### src/rtl/gpio_pkg.sv
// Shared constants for the GPIO 7-segment display: the active-low hex font,
// the blank segment pattern and the default scan prescale.
package gpio_pkg;

  typedef logic [6:0] seg_t;

  localparam int   CLK_DIV_DEFAULT = 100000;
  localparam seg_t SEG_OFF         = 7'h7F;

  // Active-low segment patterns, bit order {g,f,e,d,c,b,a}
  localparam seg_t HEX_SEG [16] = '{
    7'b1000000, 7'b1111001, 7'b0100100, 7'b0110000,
    7'b0011001, 7'b0010010, 7'b0000010, 7'b1111000,
    7'b0000000, 7'b0010000, 7'b0001000, 7'b0000011,
    7'b1000110, 7'b0100001, 7'b0000110, 7'b0001110
  };

  function automatic seg_t seg_decode(input logic [3:0] nibble);
    return HEX_SEG[nibble];
  endfunction

endpackage

### src/rtl/hex7seg.sv
// Combinational hex nibble to active-low 7-segment pattern.
module hex7seg
  import gpio_pkg::*;
(
  input  logic [3:0] nibble_i,
  output logic [6:0] seg_o
);

  assign seg_o = seg_decode(nibble_i);

endmodule

### src/rtl/gpio_display.sv
// Latches the GPIO output word on its write strobe and scans it as hex digits
// across a multiplexed 7-segment display with registered anode/segment drives.
module gpio_display
  import gpio_pkg::*;
#(
  parameter int CLK_DIV     = CLK_DIV_DEFAULT,
  parameter int N_DIGITS    = 8,
  parameter int ACTIVE_LOW  = 1,
  parameter int BLANK_ZEROS = 0
) (
  input  logic                clk,
  input  logic                reset,
  input  logic [31:0]         gpio_out,
  input  logic                gpio_we,
  output logic [N_DIGITS-1:0] an,
  output logic [6:0]          seg,
  output logic                dp,
  output logic [31:0]         dato_mostrado
);

  localparam int PW = (CLK_DIV > 1) ? $clog2(CLK_DIV) : 1;
  localparam int IW = (N_DIGITS > 1) ? $clog2(N_DIGITS) : 1;

  localparam logic [PW-1:0]       PRESC_LAST = PW'(CLK_DIV - 1);
  localparam logic [IW-1:0]       IDX_LAST   = IW'(N_DIGITS - 1);
  localparam logic [N_DIGITS-1:0] AN_IDLE    = (ACTIVE_LOW != 0) ? {N_DIGITS{1'b1}}
                                                                  : {N_DIGITS{1'b0}};
  localparam logic [6:0]          SEG_IDLE   = (ACTIVE_LOW != 0) ? SEG_OFF : ~SEG_OFF;
  localparam logic                DP_IDLE    = (ACTIVE_LOW != 0);

  logic [31:0]         dato_q,  dato_d;
  logic [PW-1:0]       presc_q, presc_d;
  logic [IW-1:0]       idx_q,   idx_d;
  logic [N_DIGITS-1:0] an_q,    an_d;
  logic [6:0]          seg_q,   seg_d;
  logic                dp_q;

  logic                tick;
  logic [3:0]          nibble_sel;
  logic [6:0]          seg_dec;
  logic [6:0]          seg_sel;
  logic [IW-1:0]       top_nz;
  logic                blank;
  logic [N_DIGITS-1:0] onehot;

  assign tick    = (presc_q == PRESC_LAST);
  assign presc_d = tick ? '0 : presc_q + 1'b1;
  assign dato_d  = gpio_we ? gpio_out : dato_q;

  always_comb begin
    idx_d = idx_q;
    if (tick) begin
      idx_d = (idx_q == IDX_LAST) ? '0 : idx_q + 1'b1;
    end
  end

  assign nibble_sel = 4'(dato_q >> {idx_q, 2'b00});

  hex7seg u_hex7seg (
    .nibble_i (nibble_sel),
    .seg_o    (seg_dec)
  );

  // Position of the most significant nonzero nibble; 0 when the value is 0,
  // which keeps digit 0 lit.
  always_comb begin
    top_nz = '0;
    for (int i = 0; i < N_DIGITS; i++) begin
      if (dato_q[4*i +: 4] != 4'h0) begin
        top_nz = IW'(i);
      end
    end
  end

  assign blank   = (BLANK_ZEROS != 0) && (idx_q > top_nz);
  assign seg_sel = blank ? SEG_OFF : seg_dec;
  assign onehot  = N_DIGITS'(1) << idx_q;
  assign an_d    = (ACTIVE_LOW != 0) ? ~onehot : onehot;
  assign seg_d   = (ACTIVE_LOW != 0) ? seg_sel : ~seg_sel;

  always_ff @(posedge clk or posedge reset) begin
    if (reset) begin
      dato_q  <= '0;
      presc_q <= '0;
      idx_q   <= '0;
      an_q    <= AN_IDLE;
      seg_q   <= SEG_IDLE;
      dp_q    <= DP_IDLE;
    end else begin
      dato_q  <= dato_d;
      presc_q <= presc_d;
      idx_q   <= idx_d;
      an_q    <= an_d;
      seg_q   <= seg_d;
      dp_q    <= DP_IDLE;
    end
  end

  assign an            = an_q;
  assign seg           = seg_q;
  assign dp            = dp_q;
  assign dato_mostrado = dato_q;

endmodule

### config.mk
export PLATFORM = sky130hd
export DESIGN_NAME = gpio_display
export DESIGN_NICKNAME = d
export VERILOG_FILES = /design/src/rtl/gpio_pkg.sv /design/src/rtl/hex7seg.sv /design/src/rtl/gpio_display.sv
export SDC_FILE = /design/constraint.sdc
export NUM_CORES = 1
export LEC_CHECK = 0
export BUFFER_PORTS_ARGS = -buffer_cell sky130_fd_sc_hd__buf_2
export CELL_PAD_IN_SITES_DETAIL_PLACEMENT = 1
export CELL_PAD_IN_SITES_GLOBAL_PLACEMENT = 2
export CORE_ASPECT_RATIO = 2
export CORE_MARGIN = 2
export CORE_UTILIZATION = 35
export DETAILED_ROUTE_END_ITERATION = 16
export PLACE_DENSITY_LB_ADDON = 0.1
export SYNTH_ARGS = -nofsm -noshare
export SYNTH_HDL_FRONTEND = slang
export SYNTH_SLANG_ARGS = --single-unit
### constraint.sdc
create_clock -name clk -period 2.8 [get_ports clk]
set_clock_uncertainty 0.1 [all_clocks]
set_input_delay 0.42 -clock clk [delete_from_list [all_inputs] [get_ports clk]]
set_output_delay 0.42 -clock clk [all_outputs]
set_load 0.02 [all_outputs]
==> results of run 1 <==
## cells in the final DEF (no fill, tap or decap), types with 3 or more instances in the layout
master and count:
clkinv_2 3, ha_1 13, and4_1 4, and3_1 3, o21ai_0 3, nor2_1 9
mux4_2 3, xnor2_1 10, dfstp_2 15, buf_4 6, nand3_1 7, inv_1 9
buf_2 81, or3_1 3, mux2_2 37, dfrtp_1 52, mux2i_1 8, clkbuf_16 9
mux4_1 5, xor2_1 4, nand2_1 12
## registers in the layout (all words and copies together) (netlist names)
signal	count
presc_q	17
an	8
seg	7
dato_mostrado	32
idx_q	3
## power by group through the flow
stage	combinational [mW]	clock, mW	sequential [mW]
floorplan	0.155	0	1.18
global placement	0.358	0	1.12
detailed placement	0.365	0	1.12
CTS	0.367	1.15	1.10
global route	0.387	1.19	1.11
finish	0.358	1.12	1.10
## per-stage QoR
stage	cell area, µm²	util	std cells	hold slack, ns	total power [mW]
after floorplan	3170	-	230	0.348	1.33
after global placement	3680	0.414	409	0.362	1.47
after detailed placement	3680	0.414	409	0.374	1.48
after CTS	3980	0.447	425	0.209	2.62
after global routing	3980	0.447	425	0.214	2.68
final	3980	0.447	425	0.220	2.58
## per-layer routing
layer | vias to the layer above | GRT usage | share of wire
met2 | 55 | 0.349 | 0.62
met1 | 1116 | 0.172 | 0.31
met5 | - | 0 | 0
met3 | 17 | 0.0283 | 0.035
met4 | 0 | 0.0864 | 0.029
li1 | 990 | - | -
## worst max-delay path: cells and delay by family, from the launching register on
kind,cells,cell delay (ns)
muxes,3,0.99
DFF,1,0.45
buffers and inverters,2,0.25
adders and majority gates,1,0.20
AOI/OAI and AO/OA,1,0.20
## final timing paths
path	from	to	depth (start not counted)
setup reg to reg	idx_q[0]	seg[4]	7
hold reg to reg	presc_q[0]	presc_q[0]	1
min in group asynchronous	reset	dato_mostrado[20]	3
setup / recovery	idx_q[0]	seg[4]	7
hold / removal	gpio_out[23]	dato_mostrado[23]	2
max in group asynchronous	reset	presc_q[0]	3
## cell families after synthesis
logic type / after synthesis
DFF: 67
muxes: 55
and+or+nand+nor: 49
buffers and inverters: 21
xor gates and xnor gates: 14
adders and majority gates: 13
AOI/OAI and AO/OA: 10
other: 1
## cell type report
| class | count | area (µm²) |
|---|---|---|
| repair buffers | 87 | 450 |
| inverters | 11 | 41.3 |
| clock inverters | 5 | 52.6 |
| clock buffers | 11 | 243 |
| flip-flops and latches | 67 | 1700 |
| fillers | 964 | 4910 |
| well taps | 102 | 128 |
| multi-input cells | 142 | 1370 |
==> summary.md, run 1 <==
| Metric | Value |
|---|---|
| Status | `finished, final reports clean` |
| EDFF count, synth | `0` |
| Setup bufs post-CTS | `0` |
| Period utilisation layout | `0.812` |
| Final net count | `366` |
| Max stage delay on crit path | `0.58 ns` |
| Final-report setup violation count | `0` |
| Main synth FF type | `dfrtp_1` |
| Commonest cells post-synth | `dfrtp_1, mux2_2, dfstp_2` |
| Setup TNS | `0 ns` |
| Post-synth ARST share | `1.00` |
| Synth Area in Compound Gates | `0.0217` |
| Worst endpoint required time | `2.94 ns` |
| Via density | `5.12` |
| Mux cell area share after synthesis | `0.234` |
| Clk buf depth | `2` |
| Vias | `2178` |
| Worst-path fanout max | `6` |
| ANT nets after route | `0` |
| Slew Limit Headroom | `0.427` |
| Sequential Power Share | `0.426` |
| Comb pwr share | `0.139` |
| CTS tree | `built` |
| Synth Cell Area | `0.00317 mm²` |
| HPWL Detailed | `6310 µm` |
| Syn Nets | `278` |
| Worst-path cell chain | `mux4_1 > mux2i_1 > buf_4 > inv_1 > ha_1 > mux2_2 > o21ai_0` |
| Pwr/cell area | `649 mW/mm²` |
| FP Rows | `49` |
| Top post-synthesis cells by area | `dfrtp_1, mux2_2, dfstp_2` |
| Clk pwr share | `0.435` |
| NetSw | `0.670 mW` |
| Flops & latches, synth | `67` |
| Number of max-cap violations | `0` |
| Total core area | `0.00889 mm²` |
| Most frequent cell after synthesis | `dfrtp_1` |
| Final min period | `2.27 ns` |
| Ports | `83` |
| Setup repair after global routing missed its margin | `no` |
| Clk slew on worst S/H paths | `0.06 ns` |
| Pre-antenna DRT Iters | `4` |
| Crit path kind | `reg2reg` |
| Main combinational cell family by area after synthesis | `multiplexers` |
| Max rail drop VDD | `387 µV` |
| Skew-Pair Late Insertion Delay | `0.33 ns` |
| Routability cong. | `0.732` |
| Hold Crit Class | `in2reg` |
| Ant diodes | `0` |
| Critical path launch point type | `flip-flop` |
| Switching fraction of total power | `0.260` |
| Worst Tran Pin Value | `0.859 ns` |
| Synth unique cells | `40` |
| Arrival @ worst endpoint | `2.41 ns` |
| Static leakage | `1.85 nW` |
| Die W | `71.3 µm` |
| Cell internal pwr | `1.91 mW` |
| Post-CTS sizing | `0` |
| CTS root buf | `clkbuf_16` |
| Slowest CP cell | `mux4_1` |
| Post-synthesis xor/xnor area fraction | `0.0387` |
| Synth top area share | `0.411` |
| Largest net degree at the start of global routing | `68` |
| CTS H-tree depth | `3` |
| GRT Total Usage | `0.179` |
| Die height | `139 µm` |
| Num CTS Buffers | `9` |
| Flop2flop setup slack | `0.53 ns` |
| CTS Hold Buffers Added | `0` |
| Synth Area in Simple Gates | `0.0841` |
| Number of global-route vias before repair | `2476` |
| Die area | `0.00988 mm²` |
| Dpl ws | `0.525 ns` |
| Buffers added on ports | `81` |
| Drt wl/cell | `19.3 µm` |
| Overflow after GRT | `0` |
| Synth area leader | `dfrtp_1` |
| Layout cells sized above 1 | `0.508` |
| DRT Wirelength | `8210 µm` |
| Gate Count Post-Synth | `230` |
| FMAX | `440 MHz` |
| Starting Density | `0.357` |
| Final Hold Vio Count | `0` |
| Synth Area in Adders | `0.0513` |
| P&R area growth vs syn | `25.4%` |
| Final Slew Violations | `0` |
| First DRT Iteration DRCs | `81` |
| Crit. End Element | `flip-flop` |
| Post-route setup slack | `0.526 ns` |
| Mean Syn Cell Area | `13.8 µm²` |
| Synth warn | `0` |
| Clock sink count | `67` |
| Register area share after synthesis | `0.535` |
| Initial antenna violation count | `0` |
| First-pass GRT wire length | `13200 µm` |
| # DRC | `0` |
No activity file was read; power rests on OpenSTA's default activity.
==> run 2, diff against run 1 <==
--- a/config.mk
+++ b/config.mk
@@ -10,7 +10,7 @@
 export CELL_PAD_IN_SITES_GLOBAL_PLACEMENT = 2
 export CORE_ASPECT_RATIO = 2
 export CORE_MARGIN = 2
-export CORE_UTILIZATION = 35
+export CORE_UTILIZATION = 32
 export DETAILED_ROUTE_END_ITERATION = 16
 export PLACE_DENSITY_LB_ADDON = 0.1
 export SYNTH_ARGS = -nofsm -noshare
==> constraint.sdc (replaced) <==
create_clock -name clk -period 2 [get_ports clk]
set_clock_uncertainty 0.1 [all_clocks]
set_input_delay 0.3 -clock clk [delete_from_list [all_inputs] [get_ports clk]]
set_output_delay 0.3 -clock clk [all_outputs]
set_load 0.02 [all_outputs]
==> run 2 against run 1 <==
Against the previous run:
- the flow now finishes with violations (negative setup slack)
- critical endpoint is now seg[1]
- global-route usage fell by 0.95 points
- non-clock buffer count is 28 higher
- critical path type unchanged
- wire length rose by 1.4%
- sequential cell count unchanged
- combinational power rose by 62%
==> summary.md, run 2 (synthesis gave the netlist of run 1 again) <==
| Metric | Value |
|---|---|
| Post-route setup slack | `-0.0919 ns (was 0.526 ns)` |
| CP startpoint | `idx_q[0] (unchanged)` |
| Via density | `4.58 (was 5.12)` |
| HPWL Detailed | `6450 µm (was 6310 µm)` |
| DRT Wirelength | `8330 µm (was 8210 µm)` |
| Final Hold Slack | `0.0873 ns (was 0.220 ns)` |
| Setup repair after global routing missed its margin | `yes (was no)` |
| ANT nets after route | `0 (unchanged)` |
| Drt wl/cell | `17.2 µm (was 19.3 µm)` |
| Total core area | `0.00970 mm² (was 0.00889 mm²)` |
| Multi-input gate area | `0.00143 mm² (was 0.00137 mm²)` |
| CTS root buf | `clkbuf_16 (unchanged)` |
| Routability cong. | `0.802 (was 0.732)` |
| Num CTS Buffers | `9 (unchanged)` |
| Die height | `145 µm (was 139 µm)` |
| Final net count | `394 (was 366)` |
| Failing checks | `negative setup slack` |
| Status | `finished with violations (was finished, final reports clean)` |
| Skew-Pair Late Insertion Delay | `0.34 ns (was 0.33 ns)` |
| Pre-antenna DRT Iters | `4 (unchanged)` |
| Ant diodes | `0 (unchanged)` |
| Tot Pwr | `3.92 mW (was 2.58 mW)` |
| Arrival @ worst endpoint | `2.26 ns (was 2.41 ns)` |
| Clk buf depth | `2 (unchanged)` |
| Fillers | `1071 (was 964)` |
| Die area | `0.0108 mm² (was 0.00988 mm²)` |
| Static leakage | `2.01 nW (was 1.85 nW)` |
| Worst-path fanout max | `7 (was 6)` |
| Starting Density | `0.327 (was 0.357)` |
| CTS tree | `built (unchanged)` |
| Clock sink count | `67 (unchanged)` |
| Largest net degree at the start of global routing | `33 (was 68)` |
| First DRT Iteration DRCs | `70 (was 81)` |
| R2R Path Start | `idx_q[0] (unchanged)` |
| Hold_sp | `gpio_out[9] (was gpio_out[23])` |
| Worst endpoint required time | `2.17 ns (was 2.94 ns)` |
| Buffers added on ports | `81 (unchanged)` |
| Number of global-route vias before repair | `2403 (was 2476)` |
| Crit path kind | `reg2reg (unchanged)` |
| Max FFs per register | `32 (unchanged)` |
| Initial antenna violation count | `0 (unchanged)` |
| # DRC | `0 (unchanged)` |
| FP Rows | `51 (was 49)` |
| Final Hold Vio Count | `0 (unchanged)` |
| Die W | `74.4 µm (was 71.3 µm)` |
| Number of max-cap violations | `0 (unchanged)` |
| Pwr/cell area | `890 mW/mm² (was 649 mW/mm²)` |
| Max rail drop VDD | `449 µV (was 387 µV)` |
| Slew Limit Headroom | `0.641 (was 0.427)` |
| Critical path launch point type | `flip-flop (unchanged)` |
| First-pass GRT wire length | `13000 µm (was 13200 µm)` |
| GRT Total Usage | `0.169 (was 0.179)` |
| Overflow after GRT | `0 (unchanged)` |
| CTS H-tree depth | `3 (unchanged)` |
| FMAX | `478 MHz (was 440 MHz)` |
| Crit. End Element | `flip-flop (unchanged)` |
| Final-report setup violation count | `6 (was 0)` |
| Final Slew Violations | `0 (unchanged)` |
| Final min period | `2.09 ns (was 2.27 ns)` |
| Most common cell after layout, fill and taps aside | `buf_2 (unchanged)` |
| Vias | `2213 (was 2178)` |
| Register area | `0.00170 mm² (unchanged)` |
| Ports | `83 (unchanged)` |
| Hold Crit Class | `in2reg (unchanged)` |
| Layout cells sized above 1 | `0.593 (was 0.508)` |
| Clk slew on worst S/H paths | `0.05 ns (was 0.06 ns)` |
| P&R area growth vs syn | `39.0% (was 25.4%)` |
| Flop2flop setup slack | `-0.09 ns (was 0.53 ns)` |
| Setup TNS | `-0.482 ns (was 0 ns)` |
| Period utilisation layout | `1.05 (was 0.812)` |
| Most frequent cells in the layout | `buf_2, dfrtp_1, mux2_2 (unchanged)` |
| Worst Tran Pin Value | `0.537 ns (was 0.859 ns)` |
==> run 2: area by class of cell <==
cell class | count | share of cell area
sequential | 67 | 0.385
clock inverter | 3 | 0.0153
multi-input combinational | 142 | 0.324
timing repair buffer | 115 | 0.164
inverter | 11 | 0.0102
clock buffer | 13 | 0.0636
tap | 132 | 0.0375
==> run 2: report_power, final <==
part | internal (mW) | leakage [nW] | total, mW | switching (mW)
combinational | 0.268 | 1.05 | 0.581 | 0.313
sequential | 1.46 | 0.796 | 1.53 | 0.0664
clock | 1.23 | 0.168 | 1.81 | 0.584
total | 2.96 | 2.01 | 3.92 | 0.964
==> run 2: worst max-delay path, cell delays in order, from the launching register on <==
cell     delay (ns)
dfrtp_1        0.38
buf_4          0.19
mux4_2         0.56
mux2_2         0.36
or3_1          0.36
o21ai_1        0.08
==> run 2: path summary, 6_finish.rpt <==
check                                    endpoint  cells past startpoint
worst max-delay path                       seg[1]                      5
worst min-delay path             dato_mostrado[9]                      2
worst max register to register             seg[1]                      5
worst min register to register         presc_q[4]                      1
max in group asynchronous                   an[0]                      4
min in group asynchronous       dato_mostrado[18]                      3
==> run 2: per-stage QoR <==
stage	instances	util	setup slack (ns)	instance area, µm²
after floorplan	230	-	-0.0888	3190
after global placement	461	0.407	-0.0423	3950
after detailed placement	461	0.407	-0.144	3950
after CTS	481	0.450	-0.0982	4370
after global routing	483	0.454	-0.214	4400
final	483	0.454	-0.0919	4400
==> run 2: repair_timing <==
action | CTS | global route
endpoints found under the hold margin | 12 | 0
pin swaps | 1 | 3
setup buffers | 3 | 2
endpoints found under the setup margin | 7 | 8
hold buffers | 1 | 0
resized for setup | 8 | 4
==> run 2: metal layers <==
metal / wire length, µm / track usage
met4: 222 / 0.0930
met1: 2780 / 0.160
met2: 5070 / 0.327
met3: 250 / 0.0277
met5: 0 / 0
